`src/rtl/mem_access_unit.sv`:
```
// Memory stage: byte-enabled dmem access, load extension, writeback packet.
// Optional grant/response watchdog enabled by defining LSU_TIMEOUT_EN.
module mem_access_unit #(
  parameter int TIMEOUT_CYCLES = 16
) (
  input  logic        clk,
  input  logic        reset,
  input  logic        req_valid,
  output logic        req_ready,
  input  logic        mem_read_enable,
  input  logic        mem_write_enable,
  input  logic [2:0]  load_sel,
  input  logic [1:0]  store_sel,
  input  logic [31:0] mem_addr,
  input  logic [31:0] mem_data,
  input  logic [4:0]  reg_write_addr,
  input  logic        reg_write_enable,
  input  logic [31:0] reg_write_data,
  output logic        dmem_req,
  output logic        dmem_we,
  output logic [31:0] dmem_addr,
  output logic [3:0]  dmem_be,
  output logic [31:0] dmem_wdata,
  input  logic        dmem_gnt,
  input  logic        dmem_rvalid,
  input  logic [31:0] dmem_rdata,
  output logic        wb_valid,
  output logic        wb_enable,
  output logic [4:0]  wb_addr,
  output logic [31:0] wb_data,
  output logic        fault,
  output logic [31:0] fault_addr
);

  typedef enum logic [1:0] {
    IDLE, REQ, RESP, WB
  } state_t;

  state_t state_q, state_d;

  logic [31:0] addr_q, addr_d;
  logic [2:0]  lsel_q, lsel_d;
  logic        load_q, load_d;
  logic [4:0]  rd_q, rd_d;
  logic        rwe_q, rwe_d;

  logic        req_ready_d;
  logic        dmem_req_d, dmem_we_d;
  logic [31:0] dmem_addr_d, dmem_wdata_d;
  logic [3:0]  dmem_be_d;
  logic        wb_valid_d, wb_enable_d, fault_d;
  logic [4:0]  wb_addr_d;
  logic [31:0] wb_data_d, fault_addr_d;

`ifdef LSU_TIMEOUT_EN
  localparam int CW = $clog2(TIMEOUT_CYCLES + 1);
  logic [CW-1:0] cnt_q, cnt_d;
  logic          expired;
  assign expired = (cnt_q == CW'(TIMEOUT_CYCLES - 1));
`endif

  // Request decode
  logic        ld_half, ld_word, st_half, st_word, misaligned;
  logic [3:0]  st_be;
  logic [31:0] st_wdata;

  always_comb begin
    ld_half = (load_sel == 3'b001) || (load_sel == 3'b100);
    ld_word = !ld_half && (load_sel != 3'b000) && (load_sel != 3'b011);
    st_half = (store_sel == 2'b01);
    st_word = store_sel[1];
    st_be    = 4'b0001 << mem_addr[1:0];
    st_wdata = {4{mem_data[7:0]}};
    if (st_half) begin
      st_be    = 4'b0011 << {mem_addr[1], 1'b0};
      st_wdata = {2{mem_data[15:0]}};
    end
    if (st_word) begin
      st_be    = 4'b1111;
      st_wdata = mem_data;
    end
    if (mem_read_enable)
      misaligned = (ld_half && mem_addr[0]) ||
                   (ld_word && (mem_addr[1:0] != 2'b00));
    else
      misaligned = (st_half && mem_addr[0]) ||
                   (st_word && (mem_addr[1:0] != 2'b00));
  end

  // Load data formatting
  logic [31:0] sh_b, sh_h, ld_data;

  always_comb begin
    sh_b = dmem_rdata >> {addr_q[1:0], 3'b000};
    sh_h = dmem_rdata >> {addr_q[1], 4'b0000};
    unique case (lsel_q)
      3'b000:  ld_data = {{24{sh_b[7]}}, sh_b[7:0]};
      3'b001:  ld_data = {{16{sh_h[15]}}, sh_h[15:0]};
      3'b011:  ld_data = {24'd0, sh_b[7:0]};
      3'b100:  ld_data = {16'd0, sh_h[15:0]};
      default: ld_data = dmem_rdata;
    endcase
  end

  always_comb begin
    state_d      = state_q;
    addr_d       = addr_q;
    lsel_d       = lsel_q;
    load_d       = load_q;
    rd_d         = rd_q;
    rwe_d        = rwe_q;
    dmem_req_d   = dmem_req;
    dmem_we_d    = dmem_we;
    dmem_addr_d  = dmem_addr;
    dmem_be_d    = dmem_be;
    dmem_wdata_d = dmem_wdata;
    wb_valid_d   = 1'b0;
    fault_d      = 1'b0;
    wb_enable_d  = wb_enable;
    wb_addr_d    = wb_addr;
    wb_data_d    = wb_data;
    fault_addr_d = fault_addr;
`ifdef LSU_TIMEOUT_EN
    cnt_d        = '0;
`endif

    unique case (state_q)
      IDLE: begin
        if (req_valid) begin
          addr_d = mem_addr;
          lsel_d = load_sel;
          load_d = mem_read_enable;
          rd_d   = reg_write_addr;
          rwe_d  = reg_write_enable;
          if (!mem_read_enable && !mem_write_enable) begin
            state_d     = WB;
            wb_valid_d  = 1'b1;
            wb_enable_d = reg_write_enable;
            wb_addr_d   = reg_write_addr;
            wb_data_d   = reg_write_data;
          end else if (misaligned) begin
            state_d      = WB;
            wb_valid_d   = 1'b1;
            wb_enable_d  = 1'b0;
            wb_addr_d    = reg_write_addr;
            fault_d      = 1'b1;
            fault_addr_d = mem_addr;
          end else begin
            state_d      = REQ;
            dmem_req_d   = 1'b1;
            dmem_we_d    = !mem_read_enable;
            dmem_addr_d  = {mem_addr[31:2], 2'b00};
            dmem_be_d    = mem_read_enable ? 4'b1111 : st_be;
            dmem_wdata_d = mem_read_enable ? 32'd0 : st_wdata;
          end
        end
      end
      REQ: begin
        if (dmem_gnt) begin
          dmem_req_d = 1'b0;
          dmem_we_d  = 1'b0;
          if (load_q) begin
            state_d = RESP;
          end else begin
            state_d     = WB;
            wb_valid_d  = 1'b1;
            wb_enable_d = 1'b0;
            wb_addr_d   = rd_q;
          end
`ifdef LSU_TIMEOUT_EN
        end else if (expired) begin
          state_d      = WB;
          dmem_req_d   = 1'b0;
          dmem_we_d    = 1'b0;
          wb_valid_d   = 1'b1;
          wb_enable_d  = 1'b0;
          wb_addr_d    = rd_q;
          fault_d      = 1'b1;
          fault_addr_d = addr_q;
        end else begin
          cnt_d = cnt_q + 1'b1;
`endif
        end
      end
      RESP: begin
        if (dmem_rvalid) begin
          state_d     = WB;
          wb_valid_d  = 1'b1;
          wb_enable_d = rwe_q;
          wb_addr_d   = rd_q;
          wb_data_d   = ld_data;
`ifdef LSU_TIMEOUT_EN
        end else if (expired) begin
          state_d      = WB;
          wb_valid_d   = 1'b1;
          wb_enable_d  = 1'b0;
          wb_addr_d    = rd_q;
          fault_d      = 1'b1;
          fault_addr_d = addr_q;
        end else begin
          cnt_d = cnt_q + 1'b1;
`endif
        end
      end
      WB: begin
        state_d = IDLE;
      end
      default: state_d = IDLE;
    endcase

    req_ready_d = (state_d == IDLE);
  end

  always_ff @(posedge clk) begin
    if (reset) begin
      state_q    <= IDLE;
      addr_q     <= '0;
      lsel_q     <= '0;
      load_q     <= 1'b0;
      rd_q       <= '0;
      rwe_q      <= 1'b0;
      req_ready  <= 1'b1;
      dmem_req   <= 1'b0;
      dmem_we    <= 1'b0;
      dmem_addr  <= '0;
      dmem_be    <= '0;
      dmem_wdata <= '0;
      wb_valid   <= 1'b0;
      wb_enable  <= 1'b0;
      wb_addr    <= '0;
      wb_data    <= '0;
      fault      <= 1'b0;
      fault_addr <= '0;
`ifdef LSU_TIMEOUT_EN
      cnt_q      <= '0;
`endif
    end else begin
      state_q    <= state_d;
      addr_q     <= addr_d;
      lsel_q     <= lsel_d;
      load_q     <= load_d;
      rd_q       <= rd_d;
      rwe_q      <= rwe_d;
      req_ready  <= req_ready_d;
      dmem_req   <= dmem_req_d;
      dmem_we    <= dmem_we_d;
      dmem_addr  <= dmem_addr_d;
      dmem_be    <= dmem_be_d;
      dmem_wdata <= dmem_wdata_d;
      wb_valid   <= wb_valid_d;
      wb_enable  <= wb_enable_d;
      wb_addr    <= wb_addr_d;
      wb_data    <= wb_data_d;
      fault      <= fault_d;
      fault_addr <= fault_addr_d;
`ifdef LSU_TIMEOUT_EN
      cnt_q      <= cnt_d;
`endif
    end
  end

endmodule
```
`config.mk`:
```
export PLATFORM = sky130hd
export DESIGN_NAME = mem_access_unit
export DESIGN_NICKNAME = d
export VERILOG_FILES = /design/src/rtl/mem_access_unit.sv
export SDC_FILE = /design/constraint.sdc
export NUM_CORES = 1
export LEC_CHECK = 0
export CAP_MARGIN = 5
export CORE_MARGIN = 3
export CORE_UTILIZATION = 40
export DETAILED_ROUTE_END_ITERATION = 10
export PLACE_DENSITY_LB_ADDON = 0.3
export SYNTH_ARGS = -nofsm -noshare
export SYNTH_HDL_FRONTEND = slang
export SYNTH_SLANG_ARGS = --single-unit
```
`constraint.sdc`:
```
create_clock -name clk -period 5.25 [get_ports clk]
set_input_delay 1.575 -clock clk [delete_from_list [all_inputs] [get_ports clk]]
set_output_delay 1.575 -clock clk [all_outputs]
set_load 0.05 [all_outputs]
```
# Yosys cells after proc, flatten, opt, wreduce, memory -nomap -nowiden
# Index checks and enable logic that the tools add are counted.
# op_classes
n_eq_ne	18
n_reduce_logical	28
bitwise	4
mux	49
shift	4
# op_table
operator	count
$mux W32	6
$pmux W32 S4	1
$pmux W32 S2	1
$shr A32 B5 Y16	1
$shr A32 B5 Y8	1
$mux W5	6
$mux W1	21
$pmux W5 S3	1
$ne A2 B2 Y1 const B	7
$mux W4	3
$reduce_and A4 Y1	3
$mux W2	5
$pmux W2 S4	1
$logic_and A1 B1 Y1	7
$eq A3 B1 Y1 const B	2
$eq A3 B3 Y1 const B	2
$pmux W1 S3	2
$reduce_and A6 Y1	1
$reduce_bool A2 Y1	3
$reduce_bool A3 Y1	2
$reduce_and A5 Y1	1
$eq A2 B1 Y1 const B	2
$eq A2 B2 Y1 const B	2
$logic_not A2 Y1	2
12 further kinds	20
# totals
word_cells	121
regBits	155
out_inout_bits	143
in_bits	146

# Logic depth before layout (Yosys ltp)
# Gate-level depths: netlist of the first run.
# depth
ltp_word	13
mapped_depth	9
depth_no_buf	7

# Worst setup path after synthesis of the first run
# Ideal clock, no wire load.
# synth_path
path_kind	in2reg
start	input mem_addr[0]
end	register dmem_wdata[11]
slack_ps	1996
required_ps	5118
path_stages	9
n_path_buf	4
arrival_time_ps	3122
setup_time_ps	132
cell_sequence	buf_2 -> and3b_1 -> or4_4 -> a211o_1 -> buf_2 -> buf_6 -> buf_2 -> nand2_1 -> a21oi_1
# synth_via
elab_chain_len	6
elab_cells_between_ends	10
classes_between	mux (1); bitwise (1); reduce/logical (8)
# synth_lines
item	line_no	text
from (decl)	14	input logic [31:0] mem_addr,
$reduce_bool A2 Y1	84, 87	
$logic_and A1 B1 Y1, on equally long branches	87, 84	
$logic_or A1 B1 Y1, on equally long branches	86, 83	
$mux W1 (*)	82	if (mem_read_enable)
$not A1 Y1 (no source line) (*)	n/a	
$reduce_and A4 Y1 (no source line) (*)	n/a	
to (signal assigned)	249	dmem_wdata <= dmem_wdata_d;
to (decl)	23	output logic [31:0] dmem_wdata,
# Every way passes the cells marked *; elsewhere a longest branch is shown, timed or not.
# A chain may end at the register's enable or synchronous reset.

# Worst setup path in the final report of the first run
# layout_path
start	input mem_read_enable
end	register dmem_addr[31]
# layout_via
elab_chain_len	4
elab_cells_between_ends	6
classes_between	mux (1); bitwise (2); reduce/logical (3)
# layout_lines
item	line_no	text
from (decl)	10	input logic mem_read_enable,
$logic_not A1 Y1	135	if (!mem_read_enable && !mem_write_enable) begin
$logic_and A1 B1 Y1	135	
$not A1 Y1 (no source line)	n/a	
$reduce_and A4 Y1 (no source line) (*)	n/a	
to (signal assigned)	247	dmem_addr <= dmem_addr_d;
to (decl)	21	output logic [31:0] dmem_addr,
# Marked as above.

==> summary.md, run 1 <==
| Metric | Value |
|---|---|
| Routed length on met1 | `9710 µm` |
| XOR/XNOR Fraction of Synth Area | `0.121%` |
| Worst Path Max Fanout | `46` |
| Hpwl dp | `17300 µm` |
| Final WL | `24000 µm` |
| CTS Root Cell | `clkbuf_16` |
| Share of layout cells above drive strength 1 | `6.88%` |
| Largest net degree at the start of global routing | `81` |
| First-pass GRT wire length | `37000 µm` |
| Post-CTS sizing | `0` |
| Met3 wire length | `2440 µm` |
| Crit path time final | `3.89 ns` |
| CTS Buf Count | `17` |
| Asr flop ratio synth | `0%` |
| Die width | `141 µm` |
| Crit path capture | `dmem_addr[31]$_SDFFE_PP0P_` |
| H-Tree Depth | `4` |
| WP data required | `5.59 ns` |
| Initial core utilization | `41.4%` |
| Initial DRC count | `450` |
| Area grow syn2layout | `48.4%` |
| Initial antenna violation count | `2` |
| Postcts setup bufs | `0` |
| # setup viols final | `0` |
| PnR Total Power | `4.81 mW` |
| Compound-gate portion of the synthesized area | `20.1%` |
| Worst Setup SP | `mem_read_enable` |
| Register bit total from synthesis | `155` |
| CTS sink count | `155` |
| Antenna viol nets, final | `0` |
| Max layer used | `met5` |
| Top_reg_cell synth | `dfxtp_1` |
| EDFF count, synth | `0` |
| RSZ-0062 raised after global routing | `no` |
| RR Endpoint | `wb_data[1]$_SDFFE_PP0P_` |
| Pre-antenna DRT Iters | `5` |
| Max-cap viol count | `0` |
| Yosys cell types | `57` |
| Outcome | `completed` |
| DR WL met2 | `11300 µm` |
| Crit Path Class | `in -> reg` |
| Setup TNS | `0 ns` |
| Max VDD drop | `0.316 mV` |
| Gr usage total | `23.1%` |
| Die area | `19800 µm²` |
| Setup Skew | `0.0140 ns` |
| Synth Area in Simple Gates | `21.8%` |
| Gpl congestion | `0.853` |
| Worst path max stage delay | `0.76 ns` |
| CP Capture Type | `flip-flop` |
| YS warnings | `0` |
| Post-synthesis sequential area ratio | `42.7%` |
| Reg2reg start | `state_q[0]$_SDFF_PP0_` |
| Slowest CP cell | `a211o_2` |
| Post-synthesis mux area share | `9.29%` |
| Max Buffers Root-to-Sink | `2` |
| Latest clock arrival within the worst-skew pair | `0.41 ns` |
| Fin. Hold Viols | `0` |
| Critical-path cell list | `clkdlybuf4s50_1 -> buf_4 -> or3_1 -> o311a_1 -> a211o_2 -> buf_4 -> nand2_1 -> a21oi_1` |
| Vias in the first global route | `6901` |
| Main combinational cell family by area after synthesis | `simple AND/OR/NAND/NOR gates` |
| Final Max Tran Viols | `0` |
| Leakage | `4.01 nW` |
| Crit start category | `input port` |
| Critical Path AT | `4.22 ns` |
| Synthesized area | `7260 µm²` |
| Net count, final | `1288` |
| Die Y | `141 µm` |
| Pwr/cell area | `446 nW/µm²` |
| Post-route clock period utilization | `74.0%` |
| Worst slew pin tran | `1.11 ns` |
| Most frequent cells in the layout | `clkdlybuf4s50_1 (285), dfxtp_1 (155), nand2_1 (145)` |
| R2r worst-path depth | `6` |
| Avg Inst Size Synth | `8.14 µm²` |
| Total global routing overflow | `0` |
| Site row count | `48` |
| Via/cell ratio | `5.34` |
| Vias | `7336` |
| Post-synthesis adder-cell area fraction | `0.862%` |
| Core region area | `17500 µm²` |
| Antenna cell count | `0` |
| WL per Instance | `17.5 µm` |
| HP Class | `reg -> reg` |
| # DRC | `0` |
| Slew HR | `25.9%` |
| Most frequent CP cell | `buf_4` |
| # IOs | `289` |
| TritonCTS clock tree | `yes` |
| Reg clk slew, reported paths | `0.07 ns` |
| Reg2Reg Setup Slack | `1.79 ns` |
| Hold_buf cts | `0` |
| Commonest non-fill, non-tap cell in the layout | `clkdlybuf4s50_1` |
| Final hold slack | `0.451 ns` |
| FMAX | `257 MHz` |
| Port buffer count | `286` |
| Cells after synthesis | `892` |
Yosys cell counts (2+ instances only):
| library cell | count | area (µm²) |
|---|---|---|
| a21oi_1 | 90 | 450 |
| a221oi_1 | 9 | 78.8 |
| a2111oi_2 | 3 | 45.0 |
| clkbuf_1 | 48 | 180 |
| inv_1 | 7 | 26.3 |
| a22oi_1 | 16 | 120 |
| nand3_1 | 34 | 170 |
| nor3_1 | 6 | 30.0 |
| nor2b_1 | 26 | 163 |
| or4_1 | 5 | 37.5 |
| mux2_2 | 17 | 191 |
| a2111oi_0 | 7 | 61.3 |
| ha_1 | 5 | 62.6 |
| mux2i_1 | 46 | 460 |
| nand2_1 | 145 | 544 |
| o22ai_1 | 7 | 43.8 |
| buf_1 | 4 | 15.0 |
| or3_1 | 2 | 12.5 |
| nor2_1 | 112 | 420 |
| buf_4 | 6 | 45.0 |
| o22a_1 | 7 | 61.3 |
| a211o_1 | 3 | 26.3 |
| o21ai_0 | 32 | 160 |
| buf_2 | 15 | 75.1 |
| dfxtp_1 | 155 | 3100 |
| a31oi_1 | 9 | 56.3 |
| nor4_2 | 2 | 25.0 |
| a21boi_0 | 2 | 15.0 |
| nand2b_1 | 18 | 113 |
| o21a_1 | 2 | 15.0 |
| a211oi_1 | 26 | 195 |
area by class of cell:
cell class	instances	area [µm²]
fillers	1569	6760
multi-input cells	655	3820
flip-flops and latches	155	3100
repair buffers	299	2980
clock buffers	19	443
well taps	225	282
clock inverters	11	110
inverters	9	33.8
critical path, delay by kind of cell:
kind                   cells  cell delay, ns
AND/OR/NAND/NOR            2            0.28
buffers and inverters      3            1.16
AO/OA/AOI/OAI              3            1.20
sequential cells by signal (all words and copies together) (netlist names):
| name | cells |
|---|---|
| dmem_wdata | 32 |
| fault_addr | 32 |
| wb_data | 32 |
| dmem_addr | 30 |
| rd_q | 5 |
| wb_addr | 5 |
| dmem_be | 4 |
| lsel_q | 3 |
| addr_q | 2 |
| state_q | 2 |
| dmem_req | 1 |
| dmem_we | 1 |
| fault | 1 |
| load_q | 1 |
| req_ready | 1 |
| rwe_q | 1 |
| wb_enable | 1 |
| wb_valid | 1 |
worst min-delay path by stage:
stage	start	end	slack, ns	cells past startpoint
after global routing	dmem_wdata[21]$_SDFFE_PP0P_	dmem_wdata[21]$_SDFFE_PP0P_	0.46	2
after global placement	dmem_wdata[3]$_SDFFE_PP0P_	dmem_wdata[3]$_SDFFE_PP0P_	0.44	2
after detailed placement	dmem_wdata[21]$_SDFFE_PP0P_	dmem_wdata[21]$_SDFFE_PP0P_	0.44	2
final	dmem_wdata[21]$_SDFFE_PP0P_	dmem_wdata[21]$_SDFFE_PP0P_	0.45	2
after floorplan	rd_q[0]$_SDFFE_PP0P_	rd_q[0]$_SDFFE_PP0P_	0.44	2
after CTS	dmem_wdata[21]$_SDFFE_PP0P_	dmem_wdata[21]$_SDFFE_PP0P_	0.45	2
metal layers:
layer | up-vias | track usage [%]
li1 | 3593 | -
met1 | 3419 | 28.3
met2 | 285 | 38.1
met3 | 35 | 8.62
met4 | 4 | 6.83
met5 | - | 0
power by group:
part	leakage [nW]	switching, mW	internal, mW
sequential	1.26	0.128	1.38
combinational	2.49	1.37	0.760
clock	0.263	0.502	0.667
total	4.01	2.00	2.81
stage by stage:
stage	cells	util, %	setup slack (ns)	instance area (µm²)
after floorplan	893	-	2.00	7260
after global placement	1343	58.3	1.04	10200
after detailed placement	1343	58.3	0.960	10200
after CTS	1373	61.4	1.38	10800
after global routing	1373	61.4	1.16	10800
final	1373	61.4	1.36	10800
kinds of logic after synthesis:
family / after synthesis
AO/OA/AOI/OAI: 225
XOR/XNOR: 1
adder cells (fa/ha/maj): 5
buffers and inverters: 83
flip-flops: 155
multiplexers: 64
other: 1
AND/OR/NAND/NOR: 358
(Power assumes the default switching activity.)
==> run 2: changes to the inputs <==
==> constraint.sdc (replaced) <==
create_clock -name clk -period 3.15 [get_ports clk]
set_input_delay 0.945 -clock clk [delete_from_list [all_inputs] [get_ports clk]]
set_output_delay 0.945 -clock clk [all_outputs]
set_load 0.05 [all_outputs]
==> summary.md, run 2 (synthesis results as in run 1) <==
| Metric | Value |
|---|---|
| Outcome | `completed (unchanged)` |
| Largest net degree at the start of global routing | `117 (was 81)` |
| Switching Share | `40.8% (was 41.6%)` |
| WL per Instance | `17.3 µm (was 17.5 µm)` |
| Crit start category | `input port (unchanged)` |
| Slowest CP cell | `clkdlybuf4s50_1 (was a211o_2)` |
| Share of layout cells above drive strength 1 | `8.55% (was 6.88%)` |
| Total global routing overflow | `0 (unchanged)` |
| Antenna viol nets, final | `0 (unchanged)` |
| Pwr/cell area | `744 nW/µm² (was 446 nW/µm²)` |
| Die Y | `141 µm (unchanged)` |
| Combinational Power Share | `44.7% (was 44.3%)` |
| Setup TNS | `0 ns (unchanged)` |
| Worst path max stage delay | `0.50 ns (was 0.76 ns)` |
| Postcts setup bufs | `0 (unchanged)` |
| CP delay by family, top | `compound AO/OA/AOI/OAI gates (unchanged)` |
| Net count, final | `1308 (was 1288)` |
| Reg2Reg Setup Slack | `0.51 ns (was 1.79 ns)` |
| CP Capture Type | `flip-flop (unchanged)` |
| Max Buffers Root-to-Sink | `2 (unchanged)` |
| Initial antenna violation count | `1 (was 2)` |
| Fin util | `63.0% (was 61.4%)` |
| Internal cell power | `4.87 mW (was 2.81 mW)` |
| Area grow syn2layout | `52.2% (was 48.4%)` |
| # IOs | `289 (unchanged)` |
| Fin. Hold Viols | `0 (unchanged)` |
| Pre-antenna DRT Iters | `5 (unchanged)` |
| Initial core utilization | `41.4% (unchanged)` |
| Antenna cell count | `0 (unchanged)` |
| RSZ-0062 raised after global routing | `no (unchanged)` |
| Worst Path Max Fanout | `8 (was 46)` |
| Slew HR | `28.6% (was 25.9%)` |
| Commonest non-fill, non-tap cell in the layout | `clkdlybuf4s50_1 (unchanged)` |
| FMAX | `353 MHz` |
| HP Class | `reg -> reg (unchanged)` |
| Max-cap viol count | `0 (unchanged)` |
| Reg clk slew, reported paths | `0.06 ns (was 0.07 ns)` |
| CTS Root Cell | `clkbuf_16 (unchanged)` |
| Hpwl dp | `17500 µm (was 17300 µm)` |
| Leakage | `4.15 nW (was 4.01 nW)` |
| Crit Path Class | `in -> reg (unchanged)` |
| Post-route clock period utilization | `90.0%` |
| Initial DRC count | `348 (was 450)` |
| Final WL | `24100 µm (was 24000 µm)` |
| Clock share of power | `24.8% (was 24.3%)` |
| Critical-path cell list | `clkdlybuf4s50_1 -> or3b_1 -> a211oi_4 -> nand3_1 -> a221oi_1 -> a2111oi_0 (was clkdlybuf4s50_1 -> buf_4 -> or3_1 -> o311a_1 -> a211o_2 -> buf_4 -> nand2_1 -> a21oi_1)` |
| Port buffer count | `286 (unchanged)` |
| # setup viols final | `0 (unchanged)` |
| Die width | `141 µm (unchanged)` |
| Worst path buffer plus inverter count | `1 (was 3)` |
| CTS Buf Count | `17 (unchanged)` |
| Switch Pwr | `3.35 mW (was 2.00 mW)` |
| WP data required | `3.42 ns (was 5.59 ns)` |
| Most frequent cells in the layout | `clkdlybuf4s50_1 (285), dfxtp_1 (155), nand2_1 (145) (unchanged)` |
| CTS sink count | `155 (unchanged)` |
| Crit path time final | `2.83 ns` |
| Vias in the first global route | `7071 (was 6901)` |
| Gpl congestion | `0.888 (was 0.853)` |
| Gr usage total | `23.5% (was 23.1%)` |
| Hold_buf cts | `0 (unchanged)` |
| Critical Path AT | `3.10 ns (was 4.22 ns)` |
| Latest clock arrival within the worst-skew pair | `0.42 ns (was 0.41 ns)` |
| Vias | `7361 (was 7336)` |
| PnR Total Power | `8.22 mW (was 4.81 mW)` |
| Worst slew pin tran | `1.07 ns (was 1.11 ns)` |
| Core region area | `17500 µm² (unchanged)` |
| Filler instances | `1582 (was 1569)` |
| Top flop regs | `dmem_wdata: 32 flops, fault_addr: 32 flops, wb_data: 32 flops (unchanged)` |
| Reg power frac | `30.5% (was 31.3%)` |
| Setup Skew | `0.00839 ns (was 0.0140 ns)` |
| Final Max Tran Viols | `0 (unchanged)` |
| Die area | `19800 µm² (unchanged)` |
| First-pass GRT wire length | `37600 µm (was 37000 µm)` |
| # DRC | `0 (unchanged)` |
| H-Tree Depth | `4 (unchanged)` |
| Via/cell ratio | `5.28 (was 5.34)` |
| TritonCTS clock tree | `yes (unchanged)` |
| Post-CTS sizing | `0 (unchanged)` |
| Site row count | `48 (unchanged)` |
| Max VDD drop | `0.526 mV (was 0.316 mV)` |
[run 2: changes by cell type in the layout (fill, tap and decap cells not counted), sizes merged]
cell / change
inv: -2
clkbuf: +1
clkinvlp: +1
clkinv: +1
bufinv: +1
buf: +20
[run 2: cell type report]
class	count	area (µm²)	area share (%)
sequential	155	3100	28.1
clock buffer	20	447	4.04
timing repair buffer	319	3220	29.2
tap	225	282	2.55
inverter	9	33.8	0.306
clock inverter	12	139	1.26
multi-input combinational	655	3820	34.6
[run 2: through the flow]
step           setup slack (ns)  instance area, µm²  hold WS, ns  instances
2_1_floorplan             0.526                7260        0.436        893
3_3_place_gp            -0.0311               10500        0.437       1363
3_5_place_dp             -0.128               10500        0.446       1363
4_1_cts                   0.323               11000        0.451       1395
5_1_grt                   0.169               11000        0.461       1395
6_report                  0.316               11000        0.451       1395
[run 2: worst reg2reg max path, cell delays in order (launching register included)]
cell and delay, ns:
dfxtp_1 0.33, inv_1 0.13, ha_1 0.37, nor2b_1 0.32, a211oi_4 0.08, nor2_1 0.82
a22oi_1 0.23, a211oi_1 0.27
[run 2: power by group through the flow]
stage                     registers, mW  logic, mW  clock network [mW]
after floorplan                    3.55       1.39                   0
after global placement             2.54       3.65                   0
after detailed placement           2.55       3.68                   0
after CTS                          2.51       3.69                2.08
after global routing               2.55       3.93                2.16
final                              2.51       3.68                2.04
[run 2: final timing paths]
kind,to,from,cells past startpoint
max,wb_data[8]$_SDFFE_PP0P_,mem_read_enable,6
min,dmem_wdata[29]$_SDFFE_PP0P_,dmem_wdata[29]$_SDFFE_PP0P_,2
max reg2reg,wb_data[30]$_SDFFE_PP0P_,state_q[0]$_SDFF_PP0_,7
min reg2reg,dmem_wdata[29]$_SDFFE_PP0P_,dmem_wdata[29]$_SDFFE_PP0P_,2
[run 2: per-layer routing]
layer  vias up  global-route usage, %  part of all wire [%]
li1       3651                      -                     -
met1      3386                   29.4                    41
met2       288                   38.3                    47
met3        34                   7.77                   9.2
met4         2                   8.16                   2.2
met5         -                      0                 0.054
==> run 3: changes to the inputs <==
--- a/config.mk
+++ b/config.mk
@@ -10,6 +10,7 @@
 export CORE_UTILIZATION = 40
 export DETAILED_ROUTE_END_ITERATION = 10
 export PLACE_DENSITY_LB_ADDON = 0.3
+export SLEW_MARGIN = 40
 export SYNTH_ARGS = -nofsm -noshare
 export SYNTH_HDL_FRONTEND = slang
 export SYNTH_SLANG_ARGS = --single-unit
==> summary.md, run 3 (synthesis results as in run 1) <==
| Metric | Value |
|---|---|
| RSZ-0062 raised after global routing | `no (unchanged)` |
| Crit path time final | `2.84 ns (was 2.83 ns)` |
| Port buffer count | `286 (unchanged)` |
| Fin. Hold Viols | `0 (unchanged)` |
| Antenna viol nets, final | `0 (unchanged)` |
| Site row count | `48 (unchanged)` |
| Slew HR | `49.8% (was 28.6%)` |
| Max-cap viol count | `0 (unchanged)` |
| Switching Share | `40.1% (was 40.8%)` |
| Initial antenna violation count | `2 (was 1)` |
| TritonCTS clock tree | `yes (unchanged)` |
| FMAX | `352 MHz (was 353 MHz)` |
| Worst slew pin tran | `0.748 ns (was 1.07 ns)` |
| Worst path buffer plus inverter count | `3 (was 1)` |
| Area grow syn2layout | `52.7% (was 52.2%)` |
| CP Capture Type | `flip-flop (unchanged)` |
| CP delay by family, top | `buffers and inverters (was compound AO/OA/AOI/OAI gates)` |
| Design area | `11100 µm² (was 11000 µm²)` |
| Crit start category | `input port (unchanged)` |
| Share of layout cells above drive strength 1 | `8.55% (unchanged)` |
| Worst setup margin | `0.311 ns (was 0.316 ns)` |
| Placed inst area | `10500 µm² (about the same)` |
| Worst path max stage delay | `0.50 ns (about the same)` |
| Setup Skew | `0.0110 ns (was 0.00839 ns)` |
| Antenna cell count | `0 (unchanged)` |
| Reg power frac | `30.0% (was 30.5%)` |
| H-Tree Depth | `4 (unchanged)` |
| Final WL | `24100 µm (about the same)` |
| Clock share of power | `25.9% (was 24.8%)` |
| Pre-antenna DRT Iters | `4 (was 5)` |
| Combinational Power Share | `44.0% (was 44.7%)` |
| Commonest non-fill, non-tap cell in the layout | `clkdlybuf4s50_1 (unchanged)` |
| Internal cell power | `5.01 mW (was 4.87 mW)` |
| Worst Setup SP | `mem_read_enable (unchanged)` |
| Slowest CP cell | `clkdlybuf4s50_1 (unchanged)` |
| Hold Crit Start | `dmem_addr[28]$_SDFFE_PP0P_ (was dmem_wdata[29]$_SDFFE_PP0P_)` |
| Hpwl dp | `17400 µm (was 17500 µm)` |
| Die width | `141 µm (unchanged)` |
| Final Max Tran Viols | `0 (unchanged)` |
| Largest net degree at the start of global routing | `117 (unchanged)` |
| WP data required | `3.43 ns (was 3.42 ns)` |
| Fin util | `63.2% (was 63.0%)` |
| Postcts setup bufs | `0 (unchanged)` |
| Dpl ws | `-0.140 ns (was -0.128 ns)` |
| FF/Latch Area | `3100 µm² (unchanged)` |
| Total global routing overflow | `0 (unchanged)` |
| Final hold slack | `0.451 ns (about the same)` |
| Crit Path Class | `in -> reg (unchanged)` |
| Via/cell ratio | `5.31 (was 5.28)` |
| Leakage | `4.17 nW (was 4.15 nW)` |
| Most frequent cells in the layout | `clkdlybuf4s50_1 (285), dfxtp_1 (155), nand2_1 (145) (unchanged)` |
| Worst Path Max Fanout | `45 (was 8)` |
| CTS Root Cell | `clkbuf_16 (unchanged)` |
| Gr usage total | `23.7% (was 23.5%)` |
| # setup viols final | `0 (unchanged)` |
| Outcome | `completed (unchanged)` |
| Latest clock arrival within the worst-skew pair | `0.41 ns (was 0.42 ns)` |
| Net count, final | `1308 (unchanged)` |
| Gpl congestion | `0.888 (unchanged)` |
| Reg2reg start | `state_q[0]$_SDFF_PP0_ (unchanged)` |
| HP Class | `reg -> reg (unchanged)` |
| Pwr/cell area | `755 nW/µm² (was 744 nW/µm²)` |
| Critical Path AT | `3.12 ns (was 3.10 ns)` |
| WL per Instance | `17.3 µm (about the same)` |
| Post-route clock period utilization | `90.1% (was 90.0%)` |
| CTS sink count | `155 (unchanged)` |
| CTS Buf Count | `17 (unchanged)` |
| Initial core utilization | `41.4% (unchanged)` |
| Die Y | `141 µm (unchanged)` |
| Core region area | `17500 µm² (unchanged)` |
| Die area | `19800 µm² (unchanged)` |
| Critical-path cell list | `clkdlybuf4s50_1 -> or3b_1 -> a211oi_4 -> buf_4 -> buf_12 -> nor2_1 -> a2111oi_0 (was clkdlybuf4s50_1 -> or3b_1 -> a211oi_4 -> nand3_1 -> a221oi_1 -> a2111oi_0)` |
| # IOs | `289 (unchanged)` |
| Filler instances | `1575 (was 1582)` |
| Reg clk slew, reported paths | `0.06 ns (about the same)` |
| Hold_buf cts | `0 (unchanged)` |
| Switch Pwr | `3.36 mW (was 3.35 mW)` |
| Vias | `7402 (was 7361)` |
| Area of the multi-input gates | `3820 µm² (about the same)` |
| Max VDD drop | `0.506 mV (was 0.526 mV)` |
| Top flop regs | `dmem_wdata: 32 flops, fault_addr: 32 flops, wb_data: 32 flops (unchanged)` |
| Max Buffers Root-to-Sink | `2 (unchanged)` |
| Post-CTS sizing | `0 (unchanged)` |
| # DRC | `0 (unchanged)` |
| Vias in the first global route | `7154 (was 7071)` |
| First-pass GRT wire length | `38100 µm (was 37600 µm)` |
| Initial DRC count | `433 (was 348)` |
==> run 3: power groups by stage <==
stage / Clock (mW) / Combinational (mW) / Sequential, mW
4_1_cts: 2.22 / 3.70 / 2.51
6_report: 2.17 / 3.69 / 2.51
3_5_place_dp: 0 / 3.68 / 2.55
5_1_grt: 2.29 / 3.94 / 2.56
3_3_place_gp: 0 / 3.65 / 2.54
2_1_floorplan: 0 / 1.39 / 3.55
==> run 3: layout make-up <==
cell class                 instances  share of cell area, %
clock buffer                      20                   3.94
multi-input combinational        655                   34.5
inverter                           9                  0.305
timing repair buffer             319                   29.0
clock inverter                    12                   1.69
tap                              225                   2.54
sequential                       155                   28.0
==> run 3: routing by layer <==
layer	global-route usage (%)	routed length [µm]
met1	30.0	10100
met2	38.6	11400
met3	8.01	2150
met4	7.04	469
met5	0	37
==> run 3: per-stage QoR <==
stage | std cells | TNS, ns | total power [mW]
finish | 1395 | 0 | 8.37
CTS | 1395 | 0 | 8.43
global route | 1395 | 0 | 8.79
global placement | 1363 | -0.356 | 6.19
floorplan | 893 | 0 | 4.94
detailed placement | 1363 | -0.821 | 6.23
==> run 3: worst min-delay path, cell delays in order (launching register included) <==
cell	delay, ns
dfxtp_1	0.31
nand2_1	0.05
a21oi_1	0.05
==> run 3: final timing paths <==
kind | to | slack [ns] | depth (start not counted)
min reg2reg | dmem_addr[28]$_SDFFE_PP0P_ | 0.45 | 2
max reg2reg | wb_data[8]$_SDFFE_PP0P_ | 0.70 | 6
max | wb_data[12]$_SDFFE_PP0P_ | 0.31 | 7
min | dmem_addr[28]$_SDFFE_PP0P_ | 0.45 | 2
